`config.mk`:
```
export PLATFORM = sky130hd
export DESIGN_NAME = router_input_fifo
export DESIGN_NICKNAME = d
export VERILOG_FILES = /design/src/rtl/router_pkg.sv /design/src/rtl/router_input_fifo_handshake_ctrl.sv /design/src/rtl/router_input_fifo.sv
export SDC_FILE = /design/constraint.sdc
export NUM_CORES = 1
export LEC_CHECK = 0
export ABC_AREA = 0
export CAP_MARGIN = 25
export CORE_UTILIZATION = 45
export DETAILED_ROUTE_END_ITERATION = 10
export GPL_ROUTABILITY_DRIVEN = 0
export HOLD_SLACK_MARGIN = 0.05
export PLACE_DENSITY = 0.73
export SLEW_MARGIN = 20
export SYNTH_ARGS = -nofsm -noshare
export SYNTH_HDL_FRONTEND = slang
export SYNTH_HIERARCHICAL = 1
export SYNTH_SLANG_ARGS = --single-unit
```
`constraint.sdc`:
```
create_clock -name clk -period 2.5 [get_ports clk]
set_clock_uncertainty 0.05 [all_clocks]
set_input_delay 0.5 -clock clk [delete_from_list [all_inputs] [get_ports clk]]
set_output_delay 0.5 -clock clk [all_outputs]
set_load 0.03 [all_outputs]
```
`src/rtl/router_pkg.sv`:
```
// Shared router definitions: port directions, crossbar select encodings
// and the default flit width used by the input buffers and arbiters.
package router_pkg;

  localparam int DEFAULT_DATA_WIDTH = 32;
  localparam int NUM_DIRS           = 5;

  typedef enum logic [2:0] {
    DIR_N = 3'd0,
    DIR_E = 3'd1,
    DIR_W = 3'd2,
    DIR_S = 3'd3,
    DIR_L = 3'd4
  } dir_t;

  // One-hot crossbar selects, bit position matches dir_t.
  localparam logic [NUM_DIRS-1:0] XBAR_SEL_N    = 5'b00001;
  localparam logic [NUM_DIRS-1:0] XBAR_SEL_E    = 5'b00010;
  localparam logic [NUM_DIRS-1:0] XBAR_SEL_W    = 5'b00100;
  localparam logic [NUM_DIRS-1:0] XBAR_SEL_S    = 5'b01000;
  localparam logic [NUM_DIRS-1:0] XBAR_SEL_L    = 5'b10000;
  localparam logic [NUM_DIRS-1:0] XBAR_SEL_NONE = 5'b00000;

  // True when any direction in the vector is requesting.
  function automatic logic any_dir(input logic [NUM_DIRS-1:0] v);
    return |v;
  endfunction

endpackage

```
`src/rtl/router_input_fifo_handshake_ctrl.sv`:
```
// DRTS/CTS link handshake: registers the CTS pulse and flags the edge on
// which the upstream flit is captured.
module fifo_handshake_ctrl (
  input  logic clk,
  input  logic rst,
  input  logic drts,
  input  logic full,
  output logic cts,
  output logic wr_en
);

  logic cts_q;
  logic cts_d;

  // CTS rises only for a fresh request with room available, and drops the
  // cycle after so every flit costs a full request/grant round.
  always_comb begin
    cts_d = drts & ~cts_q & ~full;
  end

  // CTS register, cleared on reset so a pending grant is cancelled.
  always_ff @(posedge clk) begin
    if (rst) begin
      cts_q <= 1'b0;
    end else begin
      cts_q <= cts_d;
    end
  end

  assign cts   = cts_q;
  assign wr_en = drts & cts_q;

endmodule

```
`src/rtl/router_input_fifo.sv`:
```
// Per-port NoC router input buffer: circular show-ahead FIFO fed by the
// DRTS/CTS link and popped by any output arbiter grant.
module router_input_fifo
  import router_pkg::*;
#(
  parameter int DATA_WIDTH = DEFAULT_DATA_WIDTH,
  parameter int DEPTH      = 4
) (
  input  logic                  clk,
  input  logic                  rst,
  input  logic [DATA_WIDTH-1:0] RX,
  input  logic                  DRTS,
  output logic                  CTS,
  input  logic                  read_en_N,
  input  logic                  read_en_E,
  input  logic                  read_en_W,
  input  logic                  read_en_S,
  input  logic                  read_en_L,
  output logic [DATA_WIDTH-1:0] Data_out,
  output logic                  empty,
  output logic                  full
);

  localparam int PTR_W = $clog2(DEPTH);
  localparam int CNT_W = PTR_W + 1;

  logic [PTR_W-1:0]      rd_ptr_q, rd_ptr_d;
  logic [PTR_W-1:0]      wr_ptr_q, wr_ptr_d;
  logic [CNT_W-1:0]      count_q, count_d;
  logic [DATA_WIDTH-1:0] mem_q [DEPTH];

  logic [NUM_DIRS-1:0]   read_en_vec;
  logic                  read_en;
  logic                  wr_en;
  logic                  push;
  logic                  pop;

  fifo_handshake_ctrl u_hs (
    .clk   (clk),
    .rst   (rst),
    .drts  (DRTS),
    .full  (full),
    .cts   (CTS),
    .wr_en (wr_en)
  );

  assign read_en_vec[DIR_N] = read_en_N;
  assign read_en_vec[DIR_E] = read_en_E;
  assign read_en_vec[DIR_W] = read_en_W;
  assign read_en_vec[DIR_S] = read_en_S;
  assign read_en_vec[DIR_L] = read_en_L;

  assign read_en = any_dir(read_en_vec);
  // A reset edge drops the in-flight flit; a pop on empty is ignored, which
  // also hides a same-edge write into an empty buffer from the pop.
  assign push    = wr_en & ~rst;
  assign pop     = read_en & ~empty;

  assign empty    = (count_q == '0);
  assign full     = (count_q == CNT_W'(DEPTH));
  assign Data_out = mem_q[rd_ptr_q];

  // Next-state pointers and occupancy; pointers wrap by natural overflow.
  always_comb begin
    rd_ptr_d = rd_ptr_q;
    wr_ptr_d = wr_ptr_q;
    count_d  = count_q;
    if (push) begin
      wr_ptr_d = wr_ptr_q + PTR_W'(1);
    end
    if (pop) begin
      rd_ptr_d = rd_ptr_q + PTR_W'(1);
    end
    case ({push, pop})
      2'b10:   count_d = count_q + CNT_W'(1);
      2'b01:   count_d = count_q - CNT_W'(1);
      default: count_d = count_q;
    endcase
  end

  // Pointer and occupancy registers.
  always_ff @(posedge clk) begin
    if (rst) begin
      rd_ptr_q <= '0;
      wr_ptr_q <= '0;
      count_q  <= '0;
    end else begin
      rd_ptr_q <= rd_ptr_d;
      wr_ptr_q <= wr_ptr_d;
      count_q  <= count_d;
    end
  end

  // Flit storage; contents are deliberately left unreset.
  always_ff @(posedge clk) begin
    if (push) begin
      mem_q[wr_ptr_q] <= RX;
    end
  end

  // Arbiters grant one output per cycle, so at most one pop request is legal.
  a_single_read_en : assert property (@(posedge clk) disable iff (rst)
    $onehot0(read_en_vec));

endmodule

```
==> results.txt <==
- Outcome: finished, final reports clean
* Final WL: 8980 microns
- Library cell used as clock root buffer: sky130_fd_sc_hd__clkbuf_16
- Final cycle utilization of the critical path: 0.972
- Critical Path Source Type: flip-flop
- Across the run, the number of max-cap violations was 0.
* Share of post-route cells with drive strength above 1: 0.288
- The clock tree synthesis step divided the H-tree into 4 levels.
- Number of buffers added to fix hold violations after cts: 0
* P per Cell Area: 974 nW/um^2
* Post-Syn Instances: 224
* Later-pin clock latency in the skew report: 400 ps
- The initial utilization of the core area, before any placement, comes to 0.470.
* Leakage Power: 2.30 nW
* Total vias in the final route: 2504
- Clock-pin slew on the worst setup and hold paths: 60 ps
* Net count after synthesis: 270
- Of the synthesized area, sequential elements account for 0.776.
* Required time reported for the critical path endpoint: 1950 ps
* Post-layout net count: 373
* Met3 track demand over resource in global routing: 0.0480
- For the pin with the worst max-slew slack, the measured transition is 313 ps.
* Combined area of all synthesized cells: 5210 sq um
- DRT iter0 DRCs: 75
- Synthesis inferred 138 register bits.
* Number of flops mapped to enable cells by yosys: 128
* Overall routing resource usage: 0.164
- Compared with the post-synthesis result, the final layout area differs by 31.1%.
* Post-CTS setup buffers: 0
- Number of routed nets with antenna violations: 0
- Quantity of I/O buffers inserted on ports: 74
- Vias/cell: 5.22
* Number of rows in the core area: 38
- The die covers 12000 sq um.
* Final Critical Period: 2430 ps
- Half-perimeter wire length after detailed placement: 5580 microns
* CTS tree: yes
- Overall power consumption after layout is estimated at 0.00665 W.
- Cts bufs inserted: 17
- Most used routing layer: met2
- In this run the worst path has a maximum fanout of 10.
* Final Hold Viols: 0
* Deepest clock path buffer count: 2
- For this run, the top clock speed supported by timing is 412 MHz.
- First-pass GRT wire length: 13800 microns
* Mean area per synthesized cell: 23.3 sq um
* Unrepaired setup endpoints after global routing: yes
- Yosys warns: 6
- Prevailing post-synth register cell: sky130_fd_sc_hd__edfxtp_1
* Max Transition Viols Final: 0
- Synthesis instantiated 27 different standard cells from the library.
- Entering global routing, the biggest net connects 28 pins.
* Iteration count of the initial detailed-routing pass: 4
* Chip height: 110 microns
- The largest individual stage delay along the critical path comes from the cell sky130_fd_sc_hd__mux4_2.
* Utilization of the core after routing: 0.616
- Series of cell instances along the critical path: clkbuf_16 > mux4_2 > dlygate4sd2_1
* Area of the core: 11100 sq um
- The worst pin sits at a relative slew slack of 0.790.
- Die outline width: 110 microns
- Number of global-route vias before repair: 2724
* Drt wl/cell: 18.7 microns
- Dominant delay contributor by cell family on the critical path: buffers and inverters
- Number of antenna violations at the first check in global routing: 0
- The critical path is of the reg -> out type.
* GR Util met1: 0.203
- Number of setup violations in the final report: 0
- After detailed routing, the number of remaining DRC violations is 0.
- Number of buffers and inverters on the critical path: 2
- The clock net in this run drives a total of 138 sinks.
- Critical path endpoint category: primary output
- The repair_antennas step left the layout with diodes totalling 0.
* Maximum vdd ir drop: 0.000461 V
- The path class of the tightest hold or removal check is reg -> reg.
- Ys async rst share: 0
* Met2 Track Usage GR: 0.273
- Slowest Stage Delay on Critical Path: 510 ps
- Number of placed I/O pins: 75
- The total overflow left after global routing is 0.
- Data arrives at the worst endpoint at 1880 ps.
flip-flops by register name (all words and copies together), names as in the netlist, named ones only:
signal    count
mem_q       128
count_q       3
rd_ptr_q      2
wr_ptr_q      2
u_hs/cts      1
worst paths after layout:
path,to,cells after the start,from,slack (ps)
setup reg to reg,count_q[2]$_SDFFE_PP0P_,9,u_hs/cts$_SDFF_PP0_,500
hold / removal,u_hs/cts$_SDFF_PP0_,1,u_hs/cts$_SDFF_PP0_,410
setup / recovery,Data_out[21],3,flip-flop,70
hold reg to reg,u_hs/cts$_SDFF_PP0_,1,u_hs/cts$_SDFF_PP0_,410
layout make-up:
class,count,area (sq um)
repair buffers,92,926
well taps,140,175
fillers,806,4250
inverters,8,30.0
clock buffers,17,425
flip-flops and latches,138,4050
clock inverters,15,173
multi-input cells,70,1050
logic make-up (layout without fill, tap and decap cells):
kind of cell,Yosys count,in the layout,synth area share
fa+ha+maj,6,6,0.0159
flops,138,138,0.776
xor+xnor,3,3,0.00505
mux,36,36,0.148
simple gates,20,20,0.0255
compound gates,5,5,0.00601
buf+inv,16,132,0.0231
Yosys cell counts (all sizes together), types with 2 or more instances:
master  count  area [sq um]
ha          5          62.6
xor2        2          17.5
nor2b       2          12.5
edfxtp    128          3840
dfxtp      10           200
buf         7          86.3
inv         8          30.0
a21oi       3          18.8
nor2        8          30.0
mux2        3          33.8
and2        5          31.3
mux4       32           728
per-stage QoR:
step / cells / TNS (ps) / area, sq um / worst slack, ps / hold WS [ps]
final: 480 / 0 / 6830 / 70.5 / 407
after global placement: 447 / -2.54 / 6250 / -2.54 / 394
after detailed placement: 447 / -70.5 / 6250 / -70.5 / 407
after floorplan: 224 / 0 / 5210 / 252 / 428
after global routing: 480 / 0 / 6830 / 0.916 / 436
after CTS: 479 / 0 / 6820 / 2.76 / 416
where the power goes:
part / switching, W / total (W) / internal, W
logic: 0.000832 / 0.00154 / 0.000703
clock network: 0.000911 / 0.00248 / 0.00157
registers: 0.0000528 / 0.00264 / 0.00258
total: 0.00180 / 0.00665 / 0.00485
per-layer routing:
layer	routed length [microns]	part of all wire	up-vias
met3	428	0.048	5
met2	4520	0.50	69
met4	82	0.0091	0
li1	-	-	1132
met1	3950	0.44	1298
met5	0	0	-
cell usage in the layout, fill, tap and decap left out, types with 2 or more instances in the layout:
master,count
sky130_fd_sc_hd__a21oi_1,2
sky130_fd_sc_hd__clkbuf_2,6
sky130_fd_sc_hd__clkdlybuf4s15_1,3
sky130_fd_sc_hd__buf_4,11
sky130_fd_sc_hd__nor2b_1,2
sky130_fd_sc_hd__mux2_1,3
sky130_fd_sc_hd__mux4_2,30
sky130_fd_sc_hd__clkinv_2,4
sky130_fd_sc_hd__bufinv_16,3
sky130_fd_sc_hd__clkbuf_16,18
sky130_fd_sc_hd__dlygate4sd2_1,20
sky130_fd_sc_hd__clkinv_4,2
sky130_fd_sc_hd__mux4_1,2
sky130_fd_sc_hd__clkinvlp_4,2
sky130_fd_sc_hd__buf_12,7
sky130_fd_sc_hd__edfxtp_1,128
sky130_fd_sc_hd__inv_6,3
sky130_fd_sc_hd__clkdlybuf4s50_1,42
sky130_fd_sc_hd__dfxtp_1,8
sky130_fd_sc_hd__ha_1,5
sky130_fd_sc_hd__and2_2,4
sky130_fd_sc_hd__inv_1,8
sky130_fd_sc_hd__xor2_1,2
sky130_fd_sc_hd__nor2_1,8
what timing repair did:
action | CTS | global route
endpoints found under the setup margin | 30 | 23
resized for setup | 32 | 17
cloned | 0 | 1
Note: power is estimated with default switching activity, not from simulation.
